===== config.mk =====
export PLATFORM = sky130hd
export DESIGN_NAME = serial_loader_module
export DESIGN_NICKNAME = d
export VERILOG_FILES = /design/src/rtl/serial_loader_module.sv
export SDC_FILE = /design/constraint.sdc
export NUM_CORES = 1
export LEC_CHECK = 0
export BUFFER_PORTS_ARGS = -buffer_cell sky130_fd_sc_hd__buf_2
export CAP_MARGIN = 20
export CORE_MARGIN = 2
export CORE_UTILIZATION = 48
export DETAILED_ROUTE_END_ITERATION = 7
export GPL_TIMING_DRIVEN = 0
export PLACE_DENSITY = 0.68
export SLEW_MARGIN = 20
export SYNTH_ARGS = -nofsm -noshare
export SYNTH_HDL_FRONTEND = slang
export SYNTH_SLANG_ARGS = --single-unit

===== constraint.sdc =====
create_clock -name clk -period 2.8 [get_ports clk]
set_input_delay 0.14 -clock clk [delete_from_list [all_inputs] [get_ports clk]]
set_output_delay 0.14 -clock clk [all_outputs]
set_load 0.02 [all_outputs]

===== src/rtl/serial_loader_module.sv =====
// serial_loader_module: debounced push-button loader that captures a switch
// word on each clean press and shifts it out one bit per slow tick.
// Optional build macro SERIAL_LOADER_LSB_FIRST_EN: shift the word out LSB
// first instead of the default MSB first.
module serial_loader_module #(
    parameter int WIDTH    = 8,
    parameter int TICK_DIV = 4194304,
    parameter int DEBOUNCE = 500000
) (
    input  logic             clk,
    input  logic             rst,
    input  logic             load_btn,
    input  logic [WIDTH-1:0] data_in,
    output logic             serial_out,
    output logic             shift_tick,
    output logic             busy,
    output logic             done
);

    localparam int unsigned TW = (TICK_DIV > 1) ? $clog2(TICK_DIV) : 1;
    localparam int unsigned DW = $clog2(DEBOUNCE + 1);
    localparam int unsigned BW = $clog2(WIDTH);

    typedef enum logic [1:0] {
        ST_IDLE,
        ST_SHIFT,
        ST_DONE
    } state_t;

    logic             sync1_q, sync1_d;
    logic             sync2_q, sync2_d;
    logic             btn_db_q, btn_db_d;
    logic             btn_dly_q, btn_dly_d;
    logic [DW-1:0]    db_cnt_q, db_cnt_d;
    state_t           state_q, state_d;
    logic [WIDTH-1:0] shreg_q, shreg_d;
    logic [BW-1:0]    bit_cnt_q, bit_cnt_d;
    logic [TW-1:0]    tick_cnt_q, tick_cnt_d;
    logic             serial_out_q, serial_out_d;
    logic             shift_tick_q, shift_tick_d;
    logic             busy_q, busy_d;
    logic             done_q, done_d;

    logic             start;
    logic [WIDTH-1:0] shreg_next;
    logic             out_bit;

    // Synchronize the raw button and accept a new level only after DEBOUNCE stable cycles
    always_comb begin
        sync1_d   = load_btn;
        sync2_d   = sync1_q;
        btn_db_d  = btn_db_q;
        btn_dly_d = btn_db_q;
        db_cnt_d  = '0;
        if (sync2_q != btn_db_q) begin
            if (db_cnt_q == DW'(DEBOUNCE - 1)) begin
                btn_db_d = sync2_q;
                db_cnt_d = '0;
            end else begin
                db_cnt_d = db_cnt_q + 1'b1;
            end
        end
        start = btn_db_q & ~btn_dly_q;
    end

    // Shift-word FSM; outputs are derived from next state so they come out registered
    always_comb begin
        state_d    = state_q;
        shreg_d    = shreg_q;
        bit_cnt_d  = bit_cnt_q;
        tick_cnt_d = tick_cnt_q;
`ifdef SERIAL_LOADER_LSB_FIRST_EN
        shreg_next = {1'b0, shreg_q[WIDTH-1:1]};
`else
        shreg_next = {shreg_q[WIDTH-2:0], 1'b0};
`endif
        case (state_q)
            ST_IDLE: begin
                if (start) begin
                    state_d    = ST_SHIFT;
                    shreg_d    = data_in;
                    bit_cnt_d  = '0;
                    tick_cnt_d = '0;
                end
            end
            ST_SHIFT: begin
                if (tick_cnt_q == TW'(TICK_DIV - 1)) begin
                    tick_cnt_d = '0;
                    shreg_d    = shreg_next;
                    if (bit_cnt_q == BW'(WIDTH - 1)) begin
                        bit_cnt_d = '0;
                        state_d   = ST_DONE;
                    end else begin
                        bit_cnt_d = bit_cnt_q + 1'b1;
                    end
                end else begin
                    tick_cnt_d = tick_cnt_q + 1'b1;
                end
            end
            ST_DONE: begin
                state_d = ST_IDLE;
            end
            default: begin
                state_d = ST_IDLE;
            end
        endcase

`ifdef SERIAL_LOADER_LSB_FIRST_EN
        out_bit = shreg_d[0];
`else
        out_bit = shreg_d[WIDTH-1];
`endif
        busy_d       = (state_d == ST_SHIFT);
        done_d       = (state_d == ST_DONE);
        serial_out_d = (state_d == ST_SHIFT) & out_bit;
        shift_tick_d = (state_d == ST_SHIFT) && (tick_cnt_d == TW'(TICK_DIV - 1));
    end

    // State register with synchronous active-high reset
    always_ff @(posedge clk) begin
        if (rst) begin
            sync1_q      <= 1'b0;
            sync2_q      <= 1'b0;
            btn_db_q     <= 1'b0;
            btn_dly_q    <= 1'b0;
            db_cnt_q     <= '0;
            state_q      <= ST_IDLE;
            shreg_q      <= '0;
            bit_cnt_q    <= '0;
            tick_cnt_q   <= '0;
            serial_out_q <= 1'b0;
            shift_tick_q <= 1'b0;
            busy_q       <= 1'b0;
            done_q       <= 1'b0;
        end else begin
            sync1_q      <= sync1_d;
            sync2_q      <= sync2_d;
            btn_db_q     <= btn_db_d;
            btn_dly_q    <= btn_dly_d;
            db_cnt_q     <= db_cnt_d;
            state_q      <= state_d;
            shreg_q      <= shreg_d;
            bit_cnt_q    <= bit_cnt_d;
            tick_cnt_q   <= tick_cnt_d;
            serial_out_q <= serial_out_d;
            shift_tick_q <= shift_tick_d;
            busy_q       <= busy_d;
            done_q       <= done_d;
        end
    end

    assign serial_out = serial_out_q;
    assign shift_tick = shift_tick_q;
    assign busy       = busy_q;
    assign done       = done_q;

endmodule

==> impl_summary.md, run 1 <==
Clock tree
The insertion delay of the later-clocked pin in the worst-skew pair is 0.34 ns. The tree built by TritonCTS fans out to 62 sinks. The number of buffers added for setup after CTS is 0. The number of hold buffers added after CTS was 0.

The clock transition at the register clock pins on the worst setup and hold paths after CTS is 0.07 ns. The clock tree synthesis step divided the H-tree into 3 levels. The maximum clock insertion buffer count is 2. The CTS tree is done. TritonCTS created 9 clock buffers.

The root cell of the clock tree is clkbuf_8.

Drt
The average wire per standard cell is 13.71 um. The via density per instance is 5.417. The number of design rule violations left after detail routing is 0. The total wire length after detailed routing is 5.978 mm. The first detailed-routing pass ran for 5 iterations.

The count of nets left with antenna violations after detail routing is 0. The violation count after the first detailed-route iteration is 137. The routed via count is 2362.

Timing
The final worst-path cycle share is 0.9082. The actual slew at the worst max-slew pin is 0.6092 ns. The number of pins with negative max-slew slack in the final report is 0.

The final count of negative-setup-slack endpoints is 0. Setup repair after global routing left no endpoint under its margin. The peak clock frequency supported by timing is 393.2 MHz. The clock arrives with 0.01065 ns of skew.

The hold violation count in the final report is 0. Setup total negative slack on the finished layout was measured at 0 ns. The relative slew slack is 0.5928. The routed design could run at a clock period as short as 2.543 ns.

GRT
The number of antenna violations at the first check in global routing is 0. For met3 alone, demand over resource in global routing was 0.06044. The first global-routing pass estimated 10.08 mm of wire.

The global routing's busiest layer is met2. The global routing usage on met2 is 0.3107. Across every metal layer, demand over resource in global routing totals 0.1990.

Entering global routing, the biggest net connects 12 pins. The total global routing overflow is 0. The met1 track demand over resource in global routing is 0.2503. The via count of the first global-routing pass is 2241.

Outcome
The run finished with clean final reports.

Cells and area
The filler cells instantiated in the layout total 542. Compared with the post-synthesis result, the final layout area differs by 11.43%. Leaving out fill and tap cells, the most frequent cell in the layout is dfxtp_1. Leaving out fill and tap cells, the most frequent cells in the layout are dfxtp_1, nor2_1, nand2_1. The number of nets at the end of the flow is 371.

The number of antenna diodes in the final layout is 0. Once layout is complete, the utilization of the core stands at 0.5481. The fraction of layout instances using a drive strength above 1 is 0.1191. Across the whole layout, storage elements account for 1241 um^2. The multi-input gate area in the final layout is 1535 um^2.

Yosys
Among all flip-flop cells after synthesis, the most frequent one is dfxtp_1. The flip-flop and latch count after synthesis is 62. The unique cell type count in the Yosys netlist is 50. For this run, the number of Yosys warnings is 0. The sequential share of the synthesized area is 0.4313. The number of enable flip-flop cells after synthesis is 0.

By area the synthesized netlist is led by dfxtp_1, nor2_1, xnor2_1. In this run the mean area of a mapped cell was 8.668 um^2. Synthesis produced a netlist with a net count of 347. The fraction of post-synthesis cell area in the top cell type by area is 0.4313.

The cell area after synthesis is 2878 um^2. The async set-reset flop share out of synthesis is 0. The cell count after synthesis came out at 332. dfxtp_1 takes more of the synthesized area than any other cell.

Die
After floorplanning, the core was divided into 28 placement rows. The region available for standard cell placement spans 5851 um^2. The vertical extent of the die is 81.43 um. The initial utilization of the core area, before any placement, comes to 0.4919. The boundary pin count is 15. In this run the horizontal extent of the chip is 81.43 um. The floorplan die area is 6631 um^2.

Critical path
At the worst endpoint, the arrival time is 2.79 ns. The slowest stage of the critical path belongs to the cell dfxtp_1. The critical setup path kind is reg2reg. The endpoint kind of the worst setup timing path is a register.

The setup slack of the most critical reg-to-reg path is 0.26 ns. The category of the worst setup path launch point is a register. The worst stage delay on the critical path is 0.46 ns.

The required time of the critical path is 3.04 ns. The largest fanout of any net on the critical path is 10. Walking the worst path, the cells encountered are ha_1 > and4b_1 > nand4_1 > xor2_1 > nor4_1 > nand4b_1 > nor4_2.

Place
At the end of routability-driven placement, the weighted congestion stood at 0.8616. After legalization and detailed placement, the total HPWL measured 4.144 mm. In this run the tool buffered the top-level ports with 13 buffer cells.

Run
Max-cap violations in this run came to 0.

Pwr
The cell leakage power is 1.039 nW. VDD sags by at most 0.0002597 V. The power per unit of standard cell area is 494.4 nW/um^2.

Worst hold path
The class of the tightest hold or removal check is in2reg.
## report_power, final
part / switching [mW] / internal [mW] / leakage (nW)
sequential: 0.000916 / 0.883 / 0.500
combinational: 0.0159 / 0.00860 / 0.457
clock: 0.359 / 0.317 / 0.0820
## cell type report
| cell class | count | area share |
|---|---|---|
| plain buffers | 18 | 0.02926 |
| clock buffers | 10 | 0.03980 |
| clock inverters | 6 | 0.01210 |
| inverters | 3 | 0.003512 |
| multi-input cells | 249 | 0.4787 |
| flip-flops and latches | 62 | 0.3870 |
| well taps | 75 | 0.02926 |
| repair buffers | 13 | 0.02029 |
## synthesized netlist by cell type, types with 2 or more instances
cell type / number
dfxtp_1: 62
nor2_1: 54
nand2_1: 29
xnor2_1: 20
xor2_1: 16
a21oi_1: 15
nand4_1: 14
nand3_1: 13
clkbuf_1: 10
a22oi_1: 7
and4_1: 7
nor3_1: 7
nor4_1: 7
nor2b_1: 6
a31oi_1: 5
ha_1: 4
nor4b_1: 4
or3_1: 4
and3_1: 3
buf_2: 3
inv_1: 3
nand3b_1: 3
or4_1: 3
a211oi_1: 2
mux2i_1: 2
nand4b_1: 2
o211ai_1: 2
o21ai_0: 2
o21bai_1: 2
## routing by layer
| metal | wire [um] | up-vias |
|---|---|---|
| li1 | - | 1222 |
| met1 | 2780 | 1087 |
| met2 | 2848 | 45 |
| met3 | 281 | 8 |
| met4 | 69 | 0 |
| met5 | 0 | - |
## path summary, 6_finish.rpt
path                            cells past startpoint           from    endpoint
worst min register to register                      1        sync1_q     sync2_q
worst max-delay path                                7  tick_cnt_q[0]  shift_tick
worst min-delay path                                2       load_btn     sync1_q
worst max register to register                      7  tick_cnt_q[0]  shift_tick
## cells by family after synthesis
kind of cell / share of synthesized area
buffers and inverters: 0.03652
adders and majority gates: 0.01739
and+or+nand+nor: 0.3070
AOI/OAI and AO/OA: 0.09130
muxes: 0.006957
xor gates and xnor gates: 0.1096
DFF: 0.4313
## critical path: cells and delay by family, from the launching register on
family	cells	cell delay, ns
flip-flops	1	0.46
adder cells (fa/ha/maj)	1	0.34
AND/OR/NAND/NOR	5	1.34
XOR/XNOR	1	0.30
## what timing repair did
item | in CTS | in global routing
gates resized for setup | 0 | 1
endpoints found under the setup margin | 0 | 10
hold endpoints to repair | 0 | 0
## flip-flops by register name (all words and copies together) (netlist names)
register	count
tick_cnt_q	22
shift_tick	1
bit_cnt_q	3
sync2_q	1
state_q	2
shreg_q	8
serial_out	1
sync1_q	1
btn_dly_q	1
btn_db_q	1
done	1
busy	1
db_cnt_q	19
## stage by stage
stage	power (mW)	cells	instance area, um^2	setup WS, ns	hold slack [ns]
2_1_floorplan	0.9171	332	2878	0.7299	0.2682
3_3_place_gp	0.9282	420	3037	0.1888	0.3458
3_5_place_dp	0.9284	420	3037	0.1543	0.3874
4_1_cts	1.600	436	3203	0.1466	0.03132
5_1_grt	1.641	436	3207	0.01479	0.03590
6_report	1.585	436	3207	0.2570	0.02721
(Power assumes the default switching activity.)
==> inputs of run 2 (changes only) <==
- REMOVE_ABC_BUFFERS: unset -> 1
==> impl_summary.md, run 2 (same netlist as run 1, synthesis figures left out) <==
Critical path
The arrival time at the worst endpoint is 2.88 ns (+0.09 ns). The setup path with the least slack is of type reg2reg. In this run the critical register-to-register path is captured at bit_cnt_q[0]. The worst stage delay on the critical path is 0.50 ns (+0.04 ns). The endpoint kind of the worst setup timing path is a register. The category of the worst setup path launch point is a register.

The critical path buffer and inverter count came to 0 (unchanged). The required time of the critical path is 3.08 ns (+0.04 ns). The slowest cell on the critical path is or4_1. The setup slack of the most critical reg-to-reg path came to 0.20 ns (-0.06 ns). The largest fanout of any net on the critical path is 13 (+3). In this run the critical register-to-register path is launched from tick_cnt_q[0]. Traced cell by cell, the critical path runs through ha_1 > and4b_1 > nand4_1 > nor2_4 > nor2_1 > or4_1 > a21oi_1.

The top cell family by delay on the critical path is simple AND/OR/NAND/NOR gates. The number of cell instances on the worst register-to-register path was 7 (unchanged).

Cells and area
The library cell used most frequently in the layout, excluding fill and tap cells, is dfxtp_1. The number of flip-flops in the largest register is 22 (unchanged). The antenna cell count is 0 (unchanged). In the final layout, the registers with the most flip-flops are tick_cnt_q x22, db_cnt_q x19, shreg_q x8. The filler cell count in the final layout was 526 (-3.0%). The number of nets at the end of the flow is 357 (-3.8%). The fraction of layout instances using a drive strength above 1 came to 0.1182 (-0.0009580). The layout-stage area growth over the synthesis result is 10.26%. More flip-flops sit in one register than any other, and that register is tick_cnt_q. Leaving out fill and tap cells, the most frequent cells in the layout are dfxtp_1, nor2_1, nand2_1. The final cell area excluding filler cells came to 3173 um^2 (-1.1%).

Drt
The average wire per standard cell is 13.54 um (-1.3%). The routed via count is 2331 (-1.3%). The total wire length after detailed routing is 5.713 mm (-4.4%). The number of design rule violations left after detail routing is 0 (unchanged). The number of search-and-repair iterations in the first detailed-routing pass is 4 (-1). The via density per instance is 5.524 (+2.0%). The count of nets left with antenna violations after detail routing is 0 (unchanged). The violation count after the first detailed-route iteration came to 111 (-19%).

Timing
The hold violation count in the final report is 0 (unchanged). Setup repair after global routing left no endpoint under its margin. The final count of negative-setup-slack endpoints was 0 (unchanged).

The actual slew at the worst max-slew pin is 0.8859 ns (+0.2767 ns). The peak clock frequency supported by timing is 384.4 MHz (-2.2%). The setup total negative slack is 0 ns (unchanged). The relative slew slack is 0.4072 (-0.1856). The clock tree skew after final layout came to 0.01115 ns (+0.0004993 ns).

The number of pins with negative max-slew slack in the final report was 0 (unchanged). The final worst-path cycle share is 0.9290 (+0.02080). The shortest clock period the worst path allows after layout is 2.601 ns (+0.05823 ns).

Pwr
The internal power of the cells is 1.220 mW (+0.93%). The clock power share is 0.443 (+0.016). The logic gate share of total power was 0.014 (about the same). The fraction of power spent switching nets is 0.2510 (+0.01366). The power per unit of standard cell area is 513.5 nW/um^2 (+3.9%). The net switching power of the design is 0.4089 mW (+8.7%). The fraction of power consumed by sequential logic is 0.542 (-0.016). The worst voltage drop across the vdd grid is 0.0003163 V (+22%). The cell leakage power is 0.9989 nW (-3.8%).

GRT
The pin count of the biggest net entering global routing was 27 (+15). The first-pass GRT wire length is 9.942 mm (-1.4%). The global routing usage summed across all routing layers is 0.1970 (-0.002004). The number of antenna violations at the first check in global routing is 0 (unchanged).

The total global routing overflow is 0 (unchanged). The via count of the first global-routing pass is 2119 (-5.4%).

Die
The cell row count is 28 (unchanged). The floorplan die width was 81.43 um (unchanged). The floorplan die area is 6631 um^2 (unchanged). The vertical extent of the die came to 81.43 um (unchanged). The placeable core region is 5851 um^2 (unchanged). The boundary pin count was 15 (unchanged). The initial cell density of the core is 0.4919 (unchanged).

Place
The detailed placement HPWL is 3.819 mm (-7.8%). The number of buffer cells added on primary ports is 14 (+1). The global placement routability congestion was 0.8575 (-0.48%). The placement-stage cell area is 2957 um^2 (-2.6%).

Worst hold path
The min-delay analysis places its worst path in the category in2reg. For hold timing, the worst endpoint is shreg_q[0]. The hold-critical path depth is 3 (+1). In this run the most critical hold path is launched from data_in[0].

Clock tree
The maximum clock insertion buffer count is 2 (unchanged). The insertion delay of the later-clocked pin in the worst-skew pair is 0.35 ns (about the same). The CTS tree is done.

The number of buffers created by CTS is 9 (unchanged). The number of clock sinks came to 62 (unchanged). The clock transition at the register clock pins on the worst setup and hold paths after CTS was 0.08 ns (about the same). The root cell of the clock tree is clkbuf_8.

The number of levels the H-tree was split into is 3 (unchanged).

Outcome
The flow ran to the end, and the final reports show no timing, DRC or antenna violations.

Run
The number of max-cap violations was 0 (unchanged).
[run 2: cell count changes in the layout (fill, tap and decap cells not counted), moves of 2 or more]
cell / previous run / this run
clkinv_2: 3 / 0
inv_6: 0 / 3
clkinvlp_4: 2 / 4
buf_2: 16 / 14
clkbuf_1: 11 / 0
[run 2: timing repair]
item                                    4_1_cts  5_1_grt
pin swaps                                     1        1
setup buffers                                 2        0
resized for setup                             2        0
endpoints found under the hold margin         0        1
gates cloned                                  0        0
endpoints found under the setup margin       12        1
hold buffers                                  0        1
[run 2: power by group through the flow]
stage | Clock (mW) | Combinational (mW) | Sequential (mW)
2_1_floorplan | 0 | 0.00750 | 0.904
3_3_place_gp | 0 | 0.0221 | 0.904
3_5_place_dp | 0 | 0.0222 | 0.904
4_1_cts | 0.743 | 0.0222 | 0.883
5_1_grt | 0.780 | 0.0262 | 0.883
6_report | 0.722 | 0.0234 | 0.884
[run 2: per-layer routing]
metal / wire length, um / vias up / GRT usage
met5: 0 / - / 0
met4: 119 / 0 / 0.09153
met3: 265 / 10 / 0.04945
met2: 2519 / 60 / 0.3000
met1: 2809 / 1067 / 0.2619
li1: - / 1194 / -
[run 2: final cells by class]
cell class,instances,area [um^2],share of cell area
tap,75,93.84,0.02957
clock inverter,7,56.30,0.01774
timing repair buffer,17,95.09,0.02997
sequential,62,1241,0.3912
inverter,3,11.26,0.003549
multi-input combinational,249,1551,0.4890
clock buffer,9,123.9,0.03904
[run 2: worst reg2reg max path: stages, from the launching register on]
cell and delay (ns):
dfxtp_1 0.46, ha_1 0.34, and4b_1 0.22, nand4_1 0.25, nor2_4 0.33, nor2_1 0.28, or4_1 0.51, a21oi_1 0.15
[run 2: worst max-delay path by stage]
stage,cells after the start,slack [ns],to,from
detailed placement,7,-0.42,bit_cnt_q[0],tick_cnt_q[0]
finish,7,0.20,bit_cnt_q[0],tick_cnt_q[0]
floorplan,7,0.22,bit_cnt_q[0],tick_cnt_q[0]
global placement,7,-0.46,bit_cnt_q[0],tick_cnt_q[0]
global route,7,0.009,bit_cnt_q[0],tick_cnt_q[0]
CTS,7,0.24,bit_cnt_q[0],tick_cnt_q[0]
[run 2: per-stage QoR]
step / setup WS (ns) / util / power (mW) / std cells / hold slack (ns)
2_1_floorplan: 0.2201 / - / 0.9116 / 314 / 0.2091
3_3_place_gp: -0.4569 / 0.5038 / 0.9263 / 403 / 0.3610
3_5_place_dp: -0.4176 / 0.5053 / 0.9264 / 403 / 0.3713
4_1_cts: 0.2426 / 0.5400 / 1.648 / 421 / 0.001877
5_1_grt: 0.009384 / 0.5423 / 1.690 / 422 / 0.05155
6_report: 0.1988 / 0.5423 / 1.629 / 422 / 0.04479
==> inputs of run 3 (changes only) <==
- clock period: 2.8 -> 3.2 ns (I/O delays scaled with it)
==> impl_summary.md, run 3 (same netlist as run 1, synthesis figures left out) <==
Timing
The peak clock frequency supported by timing is 344.5 MHz (-10%). The shortest clock period the worst path allows after layout is 2.903 ns (+0.3017 ns). The hold violation count in the final report is 0 (unchanged). The final hold slack is 0.02618 ns (-0.01861 ns).

The relative slew slack is 0.4250 (+0.01774). The actual slew at the worst max-slew pin is 0.8594 ns (-0.02651 ns). The number of pins with negative max-slew slack in the final report is 0 (unchanged).

Setup repair after global routing left no endpoint under its margin. The clock tree skew after final layout is 0.01140 ns (+0.0002559 ns). The final worst-path cycle share is 0.9072 (-0.02183).

The final count of negative-setup-slack endpoints is 0 (unchanged).

Die
The placeable core region was 5851 um^2 (unchanged). The cell row count is 28 (unchanged). The initial cell density of the core is 0.4919 (unchanged). The floorplan die width is 81.43 um (unchanged). The vertical extent of the die is 81.43 um (unchanged).

The boundary pin count is 15 (unchanged). The floorplan die area is 6631 um^2 (unchanged).

Drt
The count of nets left with antenna violations after detail routing is 0 (unchanged). The number of design rule violations left after detail routing is 0 (unchanged). The number of search-and-repair iterations in the first detailed-routing pass is 4 (unchanged). The routed via count is 2283 (-2.1%). The average wire per standard cell is 13.51 um (-0.18%). The via density per instance was 5.449 (-1.4%). The total wire length after detailed routing came to 5.662 mm (-0.89%). The violation count after the first detailed-route iteration came to 112 (+0.90%).

Place
The detailed placement HPWL is 3.819 mm (unchanged). The global placement routability congestion came to 0.8575 (unchanged). The number of buffer cells added on primary ports is 14 (unchanged).

Cells and area
The number of nets at the end of the flow came to 354 (-0.84%). The antenna cell count was 0 (unchanged). The largest registers in the layout are tick_cnt_q x22, db_cnt_q x19, shreg_q x8. The number of flip-flops in the largest register was 22 (unchanged). Leaving out fill and tap cells, the most frequent cell in the layout is dfxtp_1. The fraction of layout instances using a drive strength above 1 came to 0.1134 (-0.004784). In the layout the commonest cells are dfxtp_1, nor2_1, nand2_1. The area growth from synthesis to layout is 9.391%. Ranked by flip-flop count, first place goes to tick_cnt_q.

Worst hold path
The class of the tightest hold or removal check is in2reg.

GRT
The pin count of the biggest net entering global routing was 27 (unchanged). The global routing usage summed across all routing layers came to 0.1958 (-0.001164). The number of antenna violations at the first check in global routing is 0 (unchanged). The via count of the first global-routing pass is 2104 (-0.71%).

The first-pass GRT wire length is 9.880 mm (-0.62%). The total global routing overflow is 0 (unchanged).

Critical path
The worst setup path is of the reg2reg kind. The endpoint kind of the worst setup timing path is a register. The setup slack of the most critical reg-to-reg path is 0.30 ns (+0.10 ns). The arrival time at the worst endpoint came to 3.18 ns (+0.30 ns).

The required time of the critical path was 3.48 ns (+0.40 ns). The largest fanout of any net on the critical path is 13 (unchanged). The category of the worst setup path launch point is a register.

Clock tree
The number of buffers created by CTS is 9 (unchanged). The number of buffers added to fix hold violations after cts is 0 (unchanged). The root buffer cell chosen for the clock tree is clkbuf_8. The maximum clock insertion buffer count is 2 (unchanged).

The number of clock sinks came to 62 (unchanged). The clock transition at the register clock pins on the worst setup and hold paths after CTS is 0.08 ns (about the same). The insertion delay of the later-clocked pin in the worst-skew pair came to 0.35 ns (about the same).

The number of levels the H-tree was split into came to 3 (unchanged). The CTS tree is done.

Outcome
The run finished with clean final reports.

Pwr
The cell leakage power is 0.9864 nW (-1.2%). The power per unit of standard cell area was 453.0 nW/um^2 (-12%). The worst voltage drop across the vdd grid is 0.0002808 V (-11%).

The total power of the final layout is 1.426 mW (-12%).

Run
The number of max-cap violations came to 0 (unchanged).
[run 3: changes by cell type in the layout (fill, tap and decap cells not counted)]
cell           change
buf_4              -2
dlygate4sd3_1      -1
[run 3: final cells by class]
class                   instances  area, um^2
clock buffers                   9       123.9
clock inverters                 7       56.30
fillers                       531        2703
inverters                       3       11.26
multi-input cells             249        1551
flip-flops and latches         62        1241
well taps                      75       93.84
repair buffers                 14       70.07
[run 3: routing by layer]
layer / track usage / vias to the layer above / part of all wire
met5: 0 / - / 0
met1: 0.2612 / 1032 / 0.49
met2: 0.2967 / 58 / 0.44
li1: - / 1183 / -
met4: 0.09153 / 0 / 0.021
met3: 0.04945 / 10 / 0.047
[run 3: power by group]
group          internal (mW)  switching, mW
clock                  0.288          0.345
sequential             0.772       0.000726
combinational        0.00672         0.0129
total                   1.07          0.359
[run 3: metrics by stage]
step / instance area [um^2] / setup TNS, ns / setup WS, ns / util / instances
2_1_floorplan: 2784 / 0 / 0.6201 / - / 314
3_3_place_gp: 2948 / -0.05693 / -0.05693 / 0.5038 / 403
3_5_place_dp: 2957 / -0.01757 / -0.01757 / 0.5053 / 403
4_1_cts: 3139 / 0 / 0.2029 / 0.5366 / 419
5_1_grt: 3148 / 0 / 0.07455 / 0.5381 / 419
6_report: 3148 / 0 / 0.2970 / 0.5381 / 419
[run 3: timing repair]
action                                  in CTS  in global routing
resized for setup                            1                  1
cloned                                       0                  0
setup buffers                                0                  0
endpoints found under the setup margin       1                  1
[run 3: worst max-delay path, cell delays in order, from the launching register on]
cell	delay, ns
dfxtp_1	0.46
ha_1	0.33
and4b_1	0.22
nand4_1	0.45
nor2_4	0.44
nor2_1	0.28
or4_1	0.50
a21oi_1	0.15
[run 3: worst paths after layout]
check | start | end | depth (start not counted)
worst min-delay path | load_btn | sync1_q | 2
worst min register to register | sync1_q | sync2_q | 1
worst max register to register | tick_cnt_q[0] | bit_cnt_q[0] | 7
worst max-delay path | tick_cnt_q[0] | bit_cnt_q[0] | 7
